## src/rtl/mr_wb.sv

```systemverilog
// mr_wb: writeback/retire stage.
// Takes one writeback bundle per cycle from the load/store stage. It writes the
// integer register file and resolves branch mispredictions into a front-end
// redirect. Wrong-path instructions are squashed by comparing the epoch bit of
// their instruction ID with the current epoch. The stage also keeps retire and
// mispredict counters and a sticky flag for out-of-order retirement.
module mr_wb #(
    parameter int XLEN        = 32,
    parameter int REGSEL_BITS = 5,
    parameter int INSTID_BITS = 4
) (
    input  logic                   clk,
    input  logic                   rst,
    input  logic                   wb_write_i,
    input  logic [INSTID_BITS-1:0] wb_instid_i,
    input  logic [XLEN-1:0]        wb_data_i,
    input  logic [REGSEL_BITS-1:0] wb_dst_reg_i,
    input  logic [XLEN-1:0]        wb_payload_i,
    input  logic [1:0]             wb_payload_kind_i,
    input  logic                   wb_is_jump_i,
    input  logic                   wb_jump_taken_i,
    input  logic                   wb_jump_predicted_i,
    output logic                   rf_we_o,
    output logic [REGSEL_BITS-1:0] rf_waddr_o,
    output logic [XLEN-1:0]        rf_wdata_o,
    output logic                   redirect_o,
    output logic [XLEN-1:0]        redirect_pc_o,
    output logic                   epoch_o,
    output logic                   retire_o,
    output logic [63:0]            minstret_o,
    output logic [31:0]            mispredict_cnt_o,
    output logic                   seq_err_o
);

    localparam int SEQ_W = INSTID_BITS - 1;
    localparam logic [SEQ_W-1:0] SEQ_ZERO = {SEQ_W{1'b0}};
    localparam logic [SEQ_W-1:0] SEQ_ONE  = {{(SEQ_W-1){1'b0}}, 1'b1};

    localparam logic [1:0] KIND_NONE    = 2'd0;
    localparam logic [1:0] KIND_LINK    = 2'd1;
    localparam logic [1:0] KIND_NOWRITE = 2'd2;

    // Combinational decode of the incoming bundle.
    logic                   accept_s;
    logic                   writes_kind_s;
    logic [XLEN-1:0]        wdata_sel_s;
    logic                   rf_we_s;
    logic                   mispred_s;
    logic [XLEN-1:0]        redirect_pc_s;
    logic                   seq_bad_s;
    logic [SEQ_W-1:0]       exp_seq_nxt_s;

    // State and registered outputs.
    logic                   rf_we_r;
    logic [REGSEL_BITS-1:0] rf_waddr_r;
    logic [XLEN-1:0]        rf_wdata_r;
    logic                   redirect_r;
    logic [XLEN-1:0]        redirect_pc_r;
    logic                   epoch_r;
    logic                   retire_r;
    logic [63:0]            minstret_r;
    logic [31:0]            mispredict_cnt_r;
    logic                   seq_err_r;
    logic [SEQ_W-1:0]       exp_seq_r;

    // Decode accept, register-file write, mispredict and sequence check for this cycle.
    always_comb begin
        accept_s      = 1'b0;
        writes_kind_s = 1'b0;
        wdata_sel_s   = wb_data_i;
        rf_we_s       = 1'b0;
        mispred_s     = 1'b0;
        redirect_pc_s = wb_payload_i;
        seq_bad_s     = 1'b0;
        exp_seq_nxt_s = exp_seq_r;

        // Only current-epoch instructions are on the correct path.
        if (wb_write_i && (wb_instid_i[INSTID_BITS-1] == epoch_r)) begin
            accept_s = 1'b1;
        end else begin
            accept_s = 1'b0;
        end

        case (wb_payload_kind_i)
            KIND_NONE: begin
                writes_kind_s = 1'b1;
                wdata_sel_s   = wb_data_i;
            end
            KIND_LINK: begin
                writes_kind_s = 1'b1;
                wdata_sel_s   = wb_payload_i;
            end
            KIND_NOWRITE: begin
                writes_kind_s = 1'b0;
                wdata_sel_s   = wb_data_i;
            end
            default: begin
                // The reserved kind retires without touching the register file.
                writes_kind_s = 1'b0;
                wdata_sel_s   = wb_data_i;
            end
        endcase

        // x0 is hardwired to zero, so writes to it are dropped.
        rf_we_s = accept_s && writes_kind_s && (wb_dst_reg_i != {REGSEL_BITS{1'b0}});

        mispred_s = accept_s && wb_is_jump_i && (wb_jump_taken_i != wb_jump_predicted_i);

        // Refetch from the resolved target if taken, else from the fall-through PC.
        if (wb_jump_taken_i) begin
            redirect_pc_s = wb_data_i;
        end else begin
            redirect_pc_s = wb_payload_i;
        end

        // Fetch restarts numbering at zero after a redirect. For this reason the
        // mispredicting instruction is not sequence-checked. It resets the
        // expected number instead.
        if (mispred_s) begin
            seq_bad_s     = 1'b0;
            exp_seq_nxt_s = SEQ_ZERO;
        end else if (accept_s) begin
            seq_bad_s     = (wb_instid_i[SEQ_W-1:0] != exp_seq_r);
            exp_seq_nxt_s = exp_seq_r + SEQ_ONE;
        end else begin
            seq_bad_s     = 1'b0;
            exp_seq_nxt_s = exp_seq_r;
        end
    end

    // Register the outputs and update the epoch, the counters and the sequence tracking.
    always_ff @(posedge clk or negedge rst) begin
        if (!rst) begin
            rf_we_r          <= 1'b0;
            rf_waddr_r       <= {REGSEL_BITS{1'b0}};
            rf_wdata_r       <= {XLEN{1'b0}};
            redirect_r       <= 1'b0;
            redirect_pc_r    <= {XLEN{1'b0}};
            epoch_r          <= 1'b0;
            retire_r         <= 1'b0;
            minstret_r       <= 64'd0;
            mispredict_cnt_r <= 32'd0;
            seq_err_r        <= 1'b0;
            exp_seq_r        <= SEQ_ZERO;
        end else begin
            rf_we_r    <= rf_we_s;
            retire_r   <= accept_s;
            redirect_r <= mispred_s;
            exp_seq_r  <= exp_seq_nxt_s;

            // Address and data hold their last written values between strobes.
            if (rf_we_s) begin
                rf_waddr_r <= wb_dst_reg_i;
                rf_wdata_r <= wdata_sel_s;
            end

            if (mispred_s) begin
                redirect_pc_r    <= redirect_pc_s;
                epoch_r          <= ~epoch_r;
                mispredict_cnt_r <= mispredict_cnt_r + 32'd1;
            end

            if (accept_s) begin
                minstret_r <= minstret_r + 64'd1;
            end

            if (seq_bad_s) begin
                seq_err_r <= 1'b1;
            end
        end
    end

    assign rf_we_o          = rf_we_r;
    assign rf_waddr_o       = rf_waddr_r;
    assign rf_wdata_o       = rf_wdata_r;
    assign redirect_o       = redirect_r;
    assign redirect_pc_o    = redirect_pc_r;
    assign epoch_o          = epoch_r;
    assign retire_o         = retire_r;
    assign minstret_o       = minstret_r;
    assign mispredict_cnt_o = mispredict_cnt_r;
    assign seq_err_o        = seq_err_r;

endmodule

```

## config.mk

```make
export PLATFORM = sky130hd
export DESIGN_NAME = mr_wb
export DESIGN_NICKNAME = d
export VERILOG_FILES = /design/src/rtl/mr_wb.sv
export SDC_FILE = /design/constraint.sdc
export NUM_CORES = 1
export LEC_CHECK = 0
export ABC_CLOCK_PERIOD_IN_PS = 1800
export CELL_PAD_IN_SITES_DETAIL_PLACEMENT = 0
export CELL_PAD_IN_SITES_GLOBAL_PLACEMENT = 1
export CORE_MARGIN = 2
export CORE_UTILIZATION = 25
export DETAILED_ROUTE_END_ITERATION = 10
export PLACE_DENSITY = 0.72
export SETUP_SLACK_MARGIN = 0.15
export SLEW_MARGIN = 10
export SYNTH_ARGS = -nofsm -noshare
export SYNTH_HDL_FRONTEND = slang
export SYNTH_SLANG_ARGS = --single-unit
```

## constraint.sdc

```tcl
create_clock -name clk -period 1.8 [get_ports clk]
set_input_delay 0.36 -clock clk [delete_from_list [all_inputs] [get_ports clk]]
set_output_delay 0.36 -clock clk [all_outputs]
set_load 0.02 [all_outputs]
```

### After elaboration in Yosys (flattened, before gate mapping)

Index checks and enable logic that the tools add are counted.

* add/subtract/negate cells: 3
* eq/ne operators: 4
* multiplexer cells: 8
* bitwise gates (word level): 1
* reductions and logical operators: 9

Operator list (number)
* adder 64 x 1 -> 64 bit (second input constant): 1
* 2-to-1 mux 32 bit: 2
* adder 32 x 1 -> 32 bit (second input constant): 1
* 2-to-1 mux 3 bit: 2
* logical AND 1 bit: 5
* nonzero test 5 bit: 1
* 2-to-1 mux 1 bit: 4
* adder 3 x 1 -> 3 bit (second input constant): 1
* != test 3 bit: 1
* == test 2 x 1 -> 1 bit (second input constant): 1
* zero test 2 bit: 1
* nonzero test 2 bit: 1
* OR reduction 2 bit: 1
* == test 1 bit: 1
* != test 1 bit: 1
* NOT 1 bit: 1

* flip-flop bits (word level): 173
* input bits: 81
* output and inout bits: 170
* logic and storage cells: 36

### Depth between registers and ports, before layout

Gate-level depths: netlist (run 1).

* depth in word-level cells: 6
* gate-level depth with buffers: 8
* depth with buffers taken out: 6

### Worst setup path before layout (run 1)

OpenSTA, ideal clock, no wires.

* path type: reg2reg
* start: register minstret_r[0], in the netlist minstret_o[0]
* end: register minstret_r[16], in the netlist minstret_o[16]
* setup time: 0.130 ns
* data arrival time: 1.938 ns
* data required time: 1.670 ns
* slack: -0.269 ns
* cell stages (with the launch flop): 7
* path buffers: 0
* clock period less this slack: 2.069 ns
* cells stage by stage: dfrtp_1 ha_1 nand4_1 or3_2 nor3_1 nand3_1 xnor2_1

* word-level cells in the longest chain between the ends: 1

Ends and longest elaborated chain
* from (decl): RTL line 61 `logic [63:0] minstret_r;`
* from (signal assigned): RTL line 164 `minstret_r <= minstret_r + 64'd1;`
* adder 64 x 1 -> 64 bit: RTL line 164

No other way between the ends.
A chain may end at the register's enable or synchronous reset.

### Worst setup path in the final report (run 1)

* start: input port wb_write_i
* end: register minstret_r[48], in the netlist minstret_o[48]

* word-level cells in the longest chain between the ends: 2

Ends and longest elaborated chain
* from (decl): RTL line 14 `input logic wb_write_i,`
* logical AND 1 bit: RTL line 78 `if (wb_write_i && (wb_instid_i[INSTID_BITS-1] == epoch_r)) begin`
* 2-to-1 mux 1 bit: RTL line 78

No other way between the ends.

==> results of run 1 <==
power groups by stage:
stage          clock (W)  sequential, W  combinational (W)
4_1_cts          0.00395        0.00545            0.00473
2_1_floorplan          0        0.00653            0.00105
3_5_place_dp           0        0.00548            0.00500
5_1_grt          0.00412        0.00570            0.00600
6_report         0.00384        0.00558            0.00557
3_3_place_gp           0        0.00548            0.00498
through the flow:
step,std cells,TNS (ps),setup slack (ps)
after floorplan,746,-174.9,-72.09
after global placement,1498,-67000,-609.5
after detailed placement,1498,-72170,-658.3
after CTS,1563,-4017,-121.3
after global routing,1597,-11080,-232.2
final,1597,-1531,-98.65
cells by family after synthesis:
group / synth area share
AOI/OAI and AO/OA: 0.04477
xor gates and xnor gates: 0.1116
adders and majority gates: 0.004696
buffers and inverters: 0.01925
DFF: 0.5416
muxes: 0.08718
and+or+nand+nor: 0.1910
how the worst max path moves through the flow:
stage / start / end / slack [ps] / cells past startpoint
after floorplan: minstret_o[0] / minstret_o[57] / -70 / 6
after global placement: wb_jump_predicted_i / mispredict_cnt_o[25] / -610 / 7
after detailed placement: wb_jump_predicted_i / mispredict_cnt_o[6] / -660 / 9
after CTS: minstret_o[1] / minstret_o[52] / -120 / 8
after global routing: minstret_o[0] / minstret_o[48] / -230 / 9
final: wb_write_i / minstret_o[48] / -100 / 10
flip-flops by register name (all words and copies together) (netlist names):
name,count
redirect_o,1
rf_waddr_o,5
rf_wdata_o,32
mispredict_cnt_o,32
seq_err_o,1
redirect_pc_o,32
minstret_o,64
exp_seq_r,3
epoch_o,1
rf_we_o,1
retire_o,1
final cells by class:
class / count / area, um2
Fill cell: 2976 / 17180
Multi-Input combinational cell: 537 / 4556
Sequential cell: 173 / 4365
Timing Repair Buffer: 442 / 4307
Tap cell: 402 / 503.0
Clock buffer: 20 / 456.7
Clock inverter: 11 / 131.4
Inverter: 12 / 57.56
worst max-delay path: stages:
cell	delay, ps
clkdlybuf4s50_1	490
buf_4	120
nand4_1	100
buf_6	150
nor4_4	300
buf_4	190
buf_6	90
nand3_4	140
nor3_4	170
xor2_1	160
layer usage:
| layer | global-route usage | vias to the layer above |
|---|---|---|
| li1 | - | 3498 |
| met1 | 0.1989 | 3658 |
| met2 | 0.2636 | 256 |
| met3 | 0.06712 | 27 |
| met4 | 0.03520 | 2 |
| met5 | 0 | - |
layout by cell type, fill, tap and decap left out, types with 27 or more instances in the layout:
cell             count
dfrtp_1            144
buf_4              118
clkbuf_16           27
dlygate4sd2_1      116
dfrtp_2             29
o21ai_1             27
nand2_1             67
clkdlybuf4s50_1     76
buf_6               43
mux2i_1             64
xnor2_1             44
nand4_1             36
xor2_1              45
repair_timing:
| action | 4_1_cts | 5_1_grt |
|---|---|---|
| buffers inserted | 30 | 17 |
| resized for setup | 367 | 244 |
| hold buffers | 1 | 0 |
| setup endpoints to repair | 311 | 183 |
| pin swaps | 93 | 88 |
| cloned | 3 | 17 |
| endpoints found under the hold margin | 39 | 0 |
==> impl_results.md, run 1 <==
* Psw at 0.005476 W
* Net Count, Synth at 830
* Tcrit/Tclk final at 1.055
* Final hold violations at 0
* Max-slew violation count at 0
* Clk_lat worst skew at ~430 ps
* Worst reg2reg path startpoint: minstret_o[26]
* Leak pwr at just over 7 nW
* Antenna Nets Post-Route at 0
* Setup slack after layout at -98.65 ps
* Commonest cells post-synth: dfrtp_1 (173), nand2_1 (108), o21ai_0 (68)
* Worst Tran Pin Value at 612.4 ps
* Overall Power at between 0.01 and 0.015 W
* Post-synthesis instance total at 746
* Die height at roughly 180 um
* Antenna violations before repair at 1
* Layout cells sized above 1 at 0.3799
* Flop2flop setup slack at -90 ps
* Most area-consuming cells after synthesis: dfrtp_1 (54%), mux2i_1 (8.0%), xnor2_1 (5.9%)
* DR iter-0 viols at 261
* Met3 WL at 2573 um
* Floorplan row count at between 60 and 70
* Largest fanout on the critical path at 4
* Worst setup path category: input pin to register
* Minimum clock period at ~1900 ps
* Internal Pwr Total at 0.009510 W
* Status: finished, violations left
* Fin util at 0.4556
* Clock share of power at 0.256
* Crit. End Element: register
* CTS tree: built
* PD cells at around 1000 nW/um2
* Count of state elements after synthesis at between 150 and 200
* Synth warn at 0
* Count leader, synth: dfrtp_1
* RR Endpoint: minstret_o[52]
* Drt pass-1 iters at 4
* Clock net sink count at ~170
* Sw frac at 0.3654
* Routability Congestion at roughly 0.84
* WL met2 at ~14000 um
* FF-to-FF path depth at 6
* Die area at about 33000 um2
* H-tree depth at 4
* Clk root buf: clkbuf_16
* Hold Path Class: input pin to async pin
* Sequential power share at 0.372
* Max-cap violations at 0
* Area delta synth->final at 79.84%
* Largest net degree at the start of global routing at 50
* Final net count at approximately 1300
* Post-Place Cell Area at about 12000 um2
* Unique masters post-synth at 36
* N_diodes at 0
* GRT Overall Usage at 0.1610
* Inserted Clock Buffers at 17
* Clock slew at reported path FFs at roughly 80 ps
* Detailed Place HPWL at 19530 um
* First-pass GRT wire length at 41860 um
* Final setup violation count at 37
* WL per Instance at ~18 um
* Post-synthesis sequential area ratio at 0.5416
* VDD IR-drop max at 764.2 uV
* Final instance area at around 14000 um2
* Setup crit start kind: input pin
* Max Buffers Root-to-Sink at 2
* PortBufs at 250
* Drt total wl at 29260 um
* Total I/O pin count at approximately 250
* Post-synth top area share at 0.5416
* CP Data Required Time at 2160 ps
* RSZ-0062 raised after global routing: yes
* Clock Skews at about 20 ps
* Max Fclk at ~530 MHz
* Yosys top cell by area: dfrtp_1
* Vias per inst at 4.659
* Vias in the first global route at 7546
* # DRC at 0
* Post-Syn Area at between 7000 and 8000 um2
* Max-Slew Margin vs Limit at 0.5917
* Wire length on met1 at between 10000 and 15000 um
* Main synth FF type: dfrtp_1
* Highest routed metal layer: met5
* Post-synth ARST share at 1.000
* Core ar. at 31560 um2
* Vias at around 7400
* Initial core utilization at 0.2533
* Die width at about 180 um
* WHS at 433.3 ps
* Failing checks: negative setup slack
* Power share of the combinational group at 0.372
* Avg Cell Area, Syn at approximately 11 um2
* Global route overflow at 0
* EDFF count, synth at 0
* Worst Path Arrival at roughly 2300 ps
Note: power is estimated with default switching activity, not from simulation.
==> inputs of run 2 (changes only) <==
--- a/config.mk
+++ b/config.mk
@@ -12,6 +12,7 @@
 export CORE_UTILIZATION = 25
 export DETAILED_ROUTE_END_ITERATION = 10
 export PLACE_DENSITY = 0.72
+export RECOVER_POWER = 25
 export SETUP_SLACK_MARGIN = 0.15
 export SLEW_MARGIN = 10
 export SYNTH_ARGS = -nofsm -noshare
==> impl_results.md, run 2 (synthesized netlist as in run 1, its figures left out) <==
* Max-cap violations at 0 (unchanged)
* Global route overflow at 0 (unchanged)
* Sequential power share at 0.372 (about the same)
* Vias at 7419 (was 7441)
* RR Endpoint: minstret_o[48] (was minstret_o[52])
* Most frequent cells in the layout: dfrtp_1 (144), buf_4 (118), dlygate4sd2_1 (116), clkdlybuf4s50_1 (76), nand2_1 (67) (unchanged)
* Routability Congestion at 0.8432 (unchanged)
* Internal Pwr Total at 0.009509 W (was 0.009510 W)
* CTS tree: built (unchanged)
* PortBufs at 250 (unchanged)
* Multi-input logic area at 4556 um2 (unchanged)
* # DRC at 0 (unchanged)
* Flop2flop setup slack at -90 ps (about the same)
* N_diodes at 0 (unchanged)
* Floorplan row count at 65 (unchanged)
* Die height at 182.8 um (unchanged)
* Clock slew at reported path FFs at 80 ps (about the same)
* Flip-flop count of the largest register after layout at 64 (unchanged)
* Fillers at 2978 (was 2976)
* Cell Count, Final, Fillers Out at 1597 (unchanged)
* Dpl ws at -658.3 ps (unchanged)
* Worst setup path category: input pin to register (unchanged)
* Placed cell count at 1498 (unchanged)
* Drt pass-1 iters at 4 (unchanged)
* Hold Path Class: register to register (was input pin to async pin)
* Inserted Clock Buffers at 17 (unchanged)
* First-pass GRT wire length at 41860 um (unchanged)
* Psw at 0.005476 W (about the same)
* Tcrit/Tclk final at 1.056 (was 1.055)
* Largest fanout on the critical path at 4 (unchanged)
* Layout cells sized above 1 at 0.3799 (unchanged)
* FF-to-FF path depth at 9 (was 6)
* Vias per inst at 4.646 (was 4.659)
* Power share of the combinational group at 0.372 (about the same)
* Hold depth at 1
* Hold endpoint: minstret_o[63]
* Final hold violations at 0 (unchanged)
* Total I/O pin count at 251 (unchanged)
* Final net count at 1267 (unchanged)
* Max Fclk at 526.2 MHz (was 526.7 MHz)
* HP Start: minstret_o[63]
* Max-Slew Margin vs Limit at 0.1554 (was 0.5917)
* Core ar. at 31560 um2 (unchanged)
* Clock Skews at 19.47 ps (was 20.28 ps)
* Antenna Nets Post-Route at 0 (unchanged)
* Final setup violation count at 38 (was 37)
* Worst Tran Pin Value at 1267 ps (was 612.4 ps)
* Clk_lat worst skew at 430 ps (about the same)
* Antenna violations before repair at 1 (unchanged)
* Setup crit start kind: input pin (unchanged)
* Crit. End Element: register (unchanged)
* VDD IR-drop max at 764.2 uV (about the same)
* Initial core utilization at 0.2533 (unchanged)
* WL per Instance at 18.36 um (was 18.32 um)
* PD cells at 1043 nW/um2 (was 1042 nW/um2)
* Reg area at 4365 um2 (unchanged)
* Clk root buf: clkbuf_16 (unchanged)
* GRT Overall Usage at 0.1610 (unchanged)
* Sw frac at 0.3654 (about the same)
* DR iter-0 viols at 266 (was 261)
* Leak pwr at 7.149 nW (was 7.152 nW)
* Minimum clock period at 1900 ps (was 1899 ps)
* Area delta synth->final at 79.73% (was 79.84%)
* Largest net degree at the start of global routing at 50 (unchanged)
* Clock share of power at 0.256 (about the same)
* Failing checks: negative setup slack (unchanged)
* Worst reg2reg path startpoint: minstret_o[0] (was minstret_o[26])
* Detailed Place HPWL at 19530 um (unchanged)
* Critical path origin: wb_write_i (unchanged)
* Max-slew violation count at 0 (unchanged)
* H-tree depth at 4 (unchanged)
* Setup slack after layout at -100.5 ps (was -98.65 ps)
* Clock net sink count at 173 (unchanged)
* Vias in the first global route at 7546 (unchanged)
* Die width at 182.8 um (unchanged)
* Drt total wl at 29320 um (was 29260 um)
* Worst Path Arrival at 2260 ps (about the same)
* Status: finished, violations left (unchanged)
* Max Buffers Root-to-Sink at 2 (unchanged)
* Die area at 33420 um2 (unchanged)
* CP Data Required Time at 2160 ps (about the same)
* RSZ-0062 raised after global routing: yes (unchanged)
* Commonest non-fill, non-tap cell in the layout: dfrtp_1 (unchanged)
==> run 2: changes by cell type in the layout (fill, tap and decap cells not counted) <==
cell,change
clkbuf_8,-1
clkbuf_2,+1
==> run 2: through the flow <==
| step | utilization | hold slack (ps) | TNS [ps] | power [W] | instance area (um2) |
|---|---|---|---|---|---|
| after floorplan | - | 64.41 | -174.9 | 0.007580 | 8210 |
| after global placement | 0.3846 | 335.4 | -67000 | 0.01045 | 12140 |
| after detailed placement | 0.3846 | 336.7 | -72170 | 0.01048 | 12140 |
| after CTS | 0.4229 | 433.9 | -4017 | 0.01413 | 13350 |
| after global routing | 0.4553 | 491.4 | -17710 | 0.01582 | 14370 |
| final | 0.4553 | 458.2 | -1536 | 0.01498 | 14370 |
==> run 2: how the worst max path moves through the flow <==
| stage | to | slack [ps] | cells past startpoint |
|---|---|---|---|
| global route | minstret_o[48] | -230 | 9 |
| finish | minstret_o[48] | -100 | 10 |
| floorplan | minstret_o[57] | -70 | 6 |
| global placement | mispredict_cnt_o[25] | -610 | 7 |
| CTS | minstret_o[52] | -120 | 8 |
| detailed placement | mispredict_cnt_o[6] | -660 | 9 |
==> run 2: power groups by stage <==
| stage | registers (W) | logic [W] | clock network, W |
|---|---|---|---|
| 6_report | 0.00558 | 0.00557 | 0.00383 |
| 5_1_grt | 0.00570 | 0.00600 | 0.00412 |
| 4_1_cts | 0.00545 | 0.00473 | 0.00395 |
| 3_5_place_dp | 0.00548 | 0.00500 | 0 |
| 3_3_place_gp | 0.00548 | 0.00498 | 0 |
| 2_1_floorplan | 0.00653 | 0.00105 | 0 |
==> run 2: routing by layer <==
metal / vias up / global-route usage / wire [um]
li1: 3497 / - / -
met1: 3648 / 0.1989 / 12170
met2: 245 / 0.2636 / 14120
met3: 27 / 0.06712 / 2601
met4: 2 / 0.03520 / 408
met5: - / 0 / 13
==> run 2: final cells by class <==
| cell class | count | area share |
|---|---|---|
| multi-input cells | 537 | 0.3171 |
| flip-flops and latches | 173 | 0.3038 |
| repair buffers | 442 | 0.2991 |
| well taps | 402 | 0.03501 |
| clock buffers | 20 | 0.03179 |
| clock inverters | 11 | 0.009144 |
| inverters | 12 | 0.004006 |
==> run 2: critical path, cell delays in order <==
cell and delay [ps]:
clkdlybuf4s50_1 490, buf_4 120, nand4_1 100, buf_6 150
nor4_4 300, buf_4 190, buf_6 90, nand3_4 140
nor3_4 170, xor2_1 160
==> run 2: timing repair <==
item	CTS	global route
hold buffers	1	0
resized for setup	367	244
buffers inserted	30	17
cloned	3	17
setup endpoints to repair	311	183
pin swaps	93	88
hold endpoints to repair	39	0
==> RTL change 1: new RTL, config.mk and constraints of run 2 <==
Set the parameter `INSTID_BITS` to 3 (it was 4).
--- a/src/rtl/mr_wb.sv
+++ b/src/rtl/mr_wb.sv
@@ -7,7 +7,7 @@
 module mr_wb #(
     parameter int XLEN        = 32,
     parameter int REGSEL_BITS = 5,
-    parameter int INSTID_BITS = 4
+    parameter int INSTID_BITS = 3
 ) (
     input  logic                   clk,
     input  logic                   rst,
Ports: changed (resized wb_instid_i); port bits go from 251 to 250. No check against the original RTL was run, so the function may have changed too.
==> RTL change 1 against run 2 <==
The flow still finishes with violations (negative setup slack). Critical path depth shrank 4. Clock power fell by 4%. Final cell count is 1.3% lower. Worst setup slack got worse by 98 ps. Power is 1.2% higher. Maximum frequency is 4.9% lower. Worst hold slack improved by 6.3 ps. Design area is 1.6% higher. Register-to-register slack worse by 110 ps. Highest routed layer unchanged. Sequential cell count shrank 1. Critical endpoint is now minstret_o[58]$_DFFE_PN0P_. Area after synthesis down 1.5%. Routed wire length shrank 4.7%.
==> RTL change 1: results <==
{
  "tns_ps": -2920,
  "violations": "negative setup slack",
  "wl_um": 27900,
  "grt_use_total": 0.169,
  "num-fill-cells": 2824,
  "synthTopCellsByArea": "dfrtp_1, mux2i_1, xnor2_1",
  "synthMuxAreaShare": 0.0886,
  "wl_met2_um": 13700,
  "critPathSlowestCell": "or4_4",
  "outcome": "finished, violations left",
  "dp_cells": 1480,
  "cts-root-buf": "clkbuf_16",
  "grt_use_met1": 0.200,
  "gp_congestion": 0.777,
  "clock_path_buffers": 2,
  "yosys_warnings": 0,
  "critPathArrivalTime_ps": 2360,
  "dr_wl_met3_um": 2280,
  "yosys-top-cells-count": "dfrtp_1, nand2_1, nor2_1",
  "grt_pass1_vias": 7645,
  "cts_setup_buffers": 28,
  "synth_nets": 826,
  "setup_viol_count_final": 33,
  "worst_slack_ps": -199,
  "synth_xor_area_frac": 0.111,
  "drive_above_1_share": 0.434,
  "firstDrtPassIters": 6,
  "netlist_instances": 743,
  "power_leakage_nw": 6.99,
  "skew_ps": 13.7,
  "critPathTopFamily": "simple AND/OR/NAND/NOR gates",
  "synth-compound-area-share": 0.0448,
  "placed_area_um2": 12100,
  "viasPerCell": 4.64,
  "crit_fanout": 10,
  "grt.met2_usage": 0.289,
  "synth.distinct_cells": 35,
  "worst_slew_pin_slew_ps": 938,
  "instances_no_fill": 1576,
  "synthAdderAreaFrac": 0.00477,
  "ys_seq_area_frac": 0.547,
  "vdd_drop_max_uv": 821,
  "grt_start_max_net_pins": 49
}
RTL change 1: final timing paths:
kind                                            start                         end  slack [ps]  cells after the start
min                        minstret_o[63]$_DFFE_PN0P_  minstret_o[63]$_DFFE_PN0P_         460                      1
max in group asynchronous                         rst  minstret_o[45]$_DFFE_PN0P_         220                      3
min reg2reg                minstret_o[63]$_DFFE_PN0P_  minstret_o[63]$_DFFE_PN0P_         460                      1
max reg2reg                minstret_o[36]$_DFFE_PN0P_  minstret_o[58]$_DFFE_PN0P_        -200                      6
min in group asynchronous                         rst  minstret_o[17]$_DFFE_PN0P_         590                      2
max                        minstret_o[36]$_DFFE_PN0P_  minstret_o[58]$_DFFE_PN0P_        -200                      6
RTL change 1: cell families after synthesis:
group / after synthesis
AO/OA/AOI/OAI: 70
XOR/XNOR: 100
adder cells (fa/ha/maj): 3
buffers and inverters: 57
flip-flops: 172
multiplexers: 69
AND/OR/NAND/NOR: 272
RTL change 1: final cells by class:
type                    instances  area (um^2)  area share
repair buffers                434         4310       0.295
clock buffers                  20          447      0.0306
inverters                      28          118     0.00805
flip-flops and latches        172         4340       0.297
multi-input cells             514         4770       0.327
well taps                     396          495      0.0339
clock inverters                12          118     0.00805
RTL change 1: per-stage QoR:
stage          setup slack (ps)  hold slack [ps]  total power [mW]
2_1_floorplan              -228             64.4              7.57
3_3_place_gp               -656              281              10.4
3_5_place_dp               -679              281              10.4
4_1_cts                    -201              374              14.6
5_1_grt                    -301              488              16.0
6_report                   -199              465              15.2
RTL change 1: report_power, final:
part / switching (mW) / internal [mW] / total, mW
Clock: 1.70 / 1.96 / 3.66
Sequential: 0.890 / 4.77 / 5.66
Combinational: 3.03 / 2.82 / 5.85
Total: 5.63 / 9.55 / 15.2
==> RTL change 2: new RTL, settings of run 2 <==
Made on the original files. Make the reset (`rst`) synchronous in one clocked block.
--- a/src/rtl/mr_wb.sv
+++ b/src/rtl/mr_wb.sv
@@ -129,7 +129,7 @@
     end
 
     // Register the outputs and update the epoch, the counters and the sequence tracking.
-    always_ff @(posedge clk or negedge rst) begin
+    always_ff @(posedge clk) begin
         if (!rst) begin
             rf_we_r          <= 1'b0;
             rf_waddr_r       <= {REGSEL_BITS{1'b0}};
Function: differs if rst is asserted again (counterexample within 4 cycles, from zero or initial values and one cycle with rst low); with rst held inactive, the same outputs for 10 cycles.
==> RTL change 2 against run 2 <==
The run still ends with negative setup slack left. Clock skew is 2.3 ps lower. Sequential share of layout area fell by 6.1 points. Design area increased by 3.5%. Via count up 16%. Routed wire length up 9.8%. Sequential cell count unchanged. Area after synthesis shrank 4.0%. Critical path depth shrank 5. Worst setup slack worse by 470 ps. Synthesized cell count is 19% higher. Critical endpoint is now minstret_o[62]$_SDFFE_PN0N_.
Power is not compared: it rests on default switching activity, and its combinational part moved more than twofold at a synthesized area within 25%.
==> RTL change 2: results <==
{
  "outcome": "finished, violations left",
  "violations": "negative setup slack",
  "crit_fanout": 5,
  "avgSynthCellArea_um2": 8.66,
  "setup_viol_count_final": 139,
  "synth_nets": 970,
  "synth_xor_area_frac": 0.0649,
  "synth-compound-area-share": 0.120,
  "critPathArrivalTime_ps": 2730,
  "drtIter0Drc": 331,
  "r2r-end": "minstret_o[62]$_SDFFE_PN0N_",
  "placed_area_um2": 12100,
  "hold_class": "flip-flop to flip-flop",
  "drive_above_1_share": 0.404,
  "yosys-top-cells-count": "dfxtp_1, nor2_1, nand2_1",
  "viasPerCell": 4.85,
  "worst_slack_ps": -566,
  "rr_worst_depth": 5,
  "vias": 8572,
  "async_reset_ff_frac": 0,
  "grt_pass1_wl_um": 47200,
  "min_to": "redirect_pc_o[1]$_SDFFE_PN0P_",
  "slew_headroom": 0.602,
  "nets": 1442,
  "grt_start_max_net_pins": 46,
  "grt_pass1_vias": 8348,
  "grt_use_total": 0.192,
  "dp_hpwl_um": 20700,
  "tns_ps": -21840,
  "synth.distinct_cells": 40,
  "wl_met1_um": 13300,
  "critical_path.startpoint": "minstret_o[11]$_SDFFE_PN0N_",
  "synthMuxAreaShare": 0.0874,
  "cts_setup_buffers": 33,
  "insertion_delay_ps": 440,
  "gp_congestion": 0.801,
  "p_clk_frac": 0.409,
  "skew_ps": 17.2,
  "wl_met2_um": 16100,
  "finalPower_mw": 8.86,
  "hold_depth": 2,
  "synthAdderAreaFrac": 0.00489,
  "whs_ps": 448,
  "dp_worst_setup_slack_ps": -1070,
  "cts_resized": 394
}
RTL change 2: changes by cell type after synthesis, moves of 6 or more:
cell	before	now
a211oi_1	0	33
a21oi_1	2	47
clkbuf_1	17	39
dfrtp_1	173	0
dfxtp_1	0	173
nand2_1	108	81
nand3_1	41	34
nor2_1	35	101
o31ai_1	0	6
or3_1	0	31
or4_1	0	10
xnor2_1	54	31
xor2_1	46	24
RTL change 2: critical path, cell delays in order, from the launching register on:
cell,delay [ps]
dfxtp_4,350
nand4_1,150
or4_4,590
or4_4,590
or4_4,490
a21oi_2,130
RTL change 2: layer usage:
layer / vias to the layer above / GRT usage
met3: 40 / 0.0566
met1: 4143 / 0.232
met2: 241 / 0.332
met5: - / 0
met4: 2 / 0.0484
li1: 4146 / -
RTL change 2: layout make-up:
cell class	instances	area, um^2
repair buffers	497	4900
fillers	2832	15600
well taps	396	495
inverters	13	63.8
flip-flops and latches	173	3610
clock buffers	18	429
clock inverters	14	123
multi-input cells	656	5250
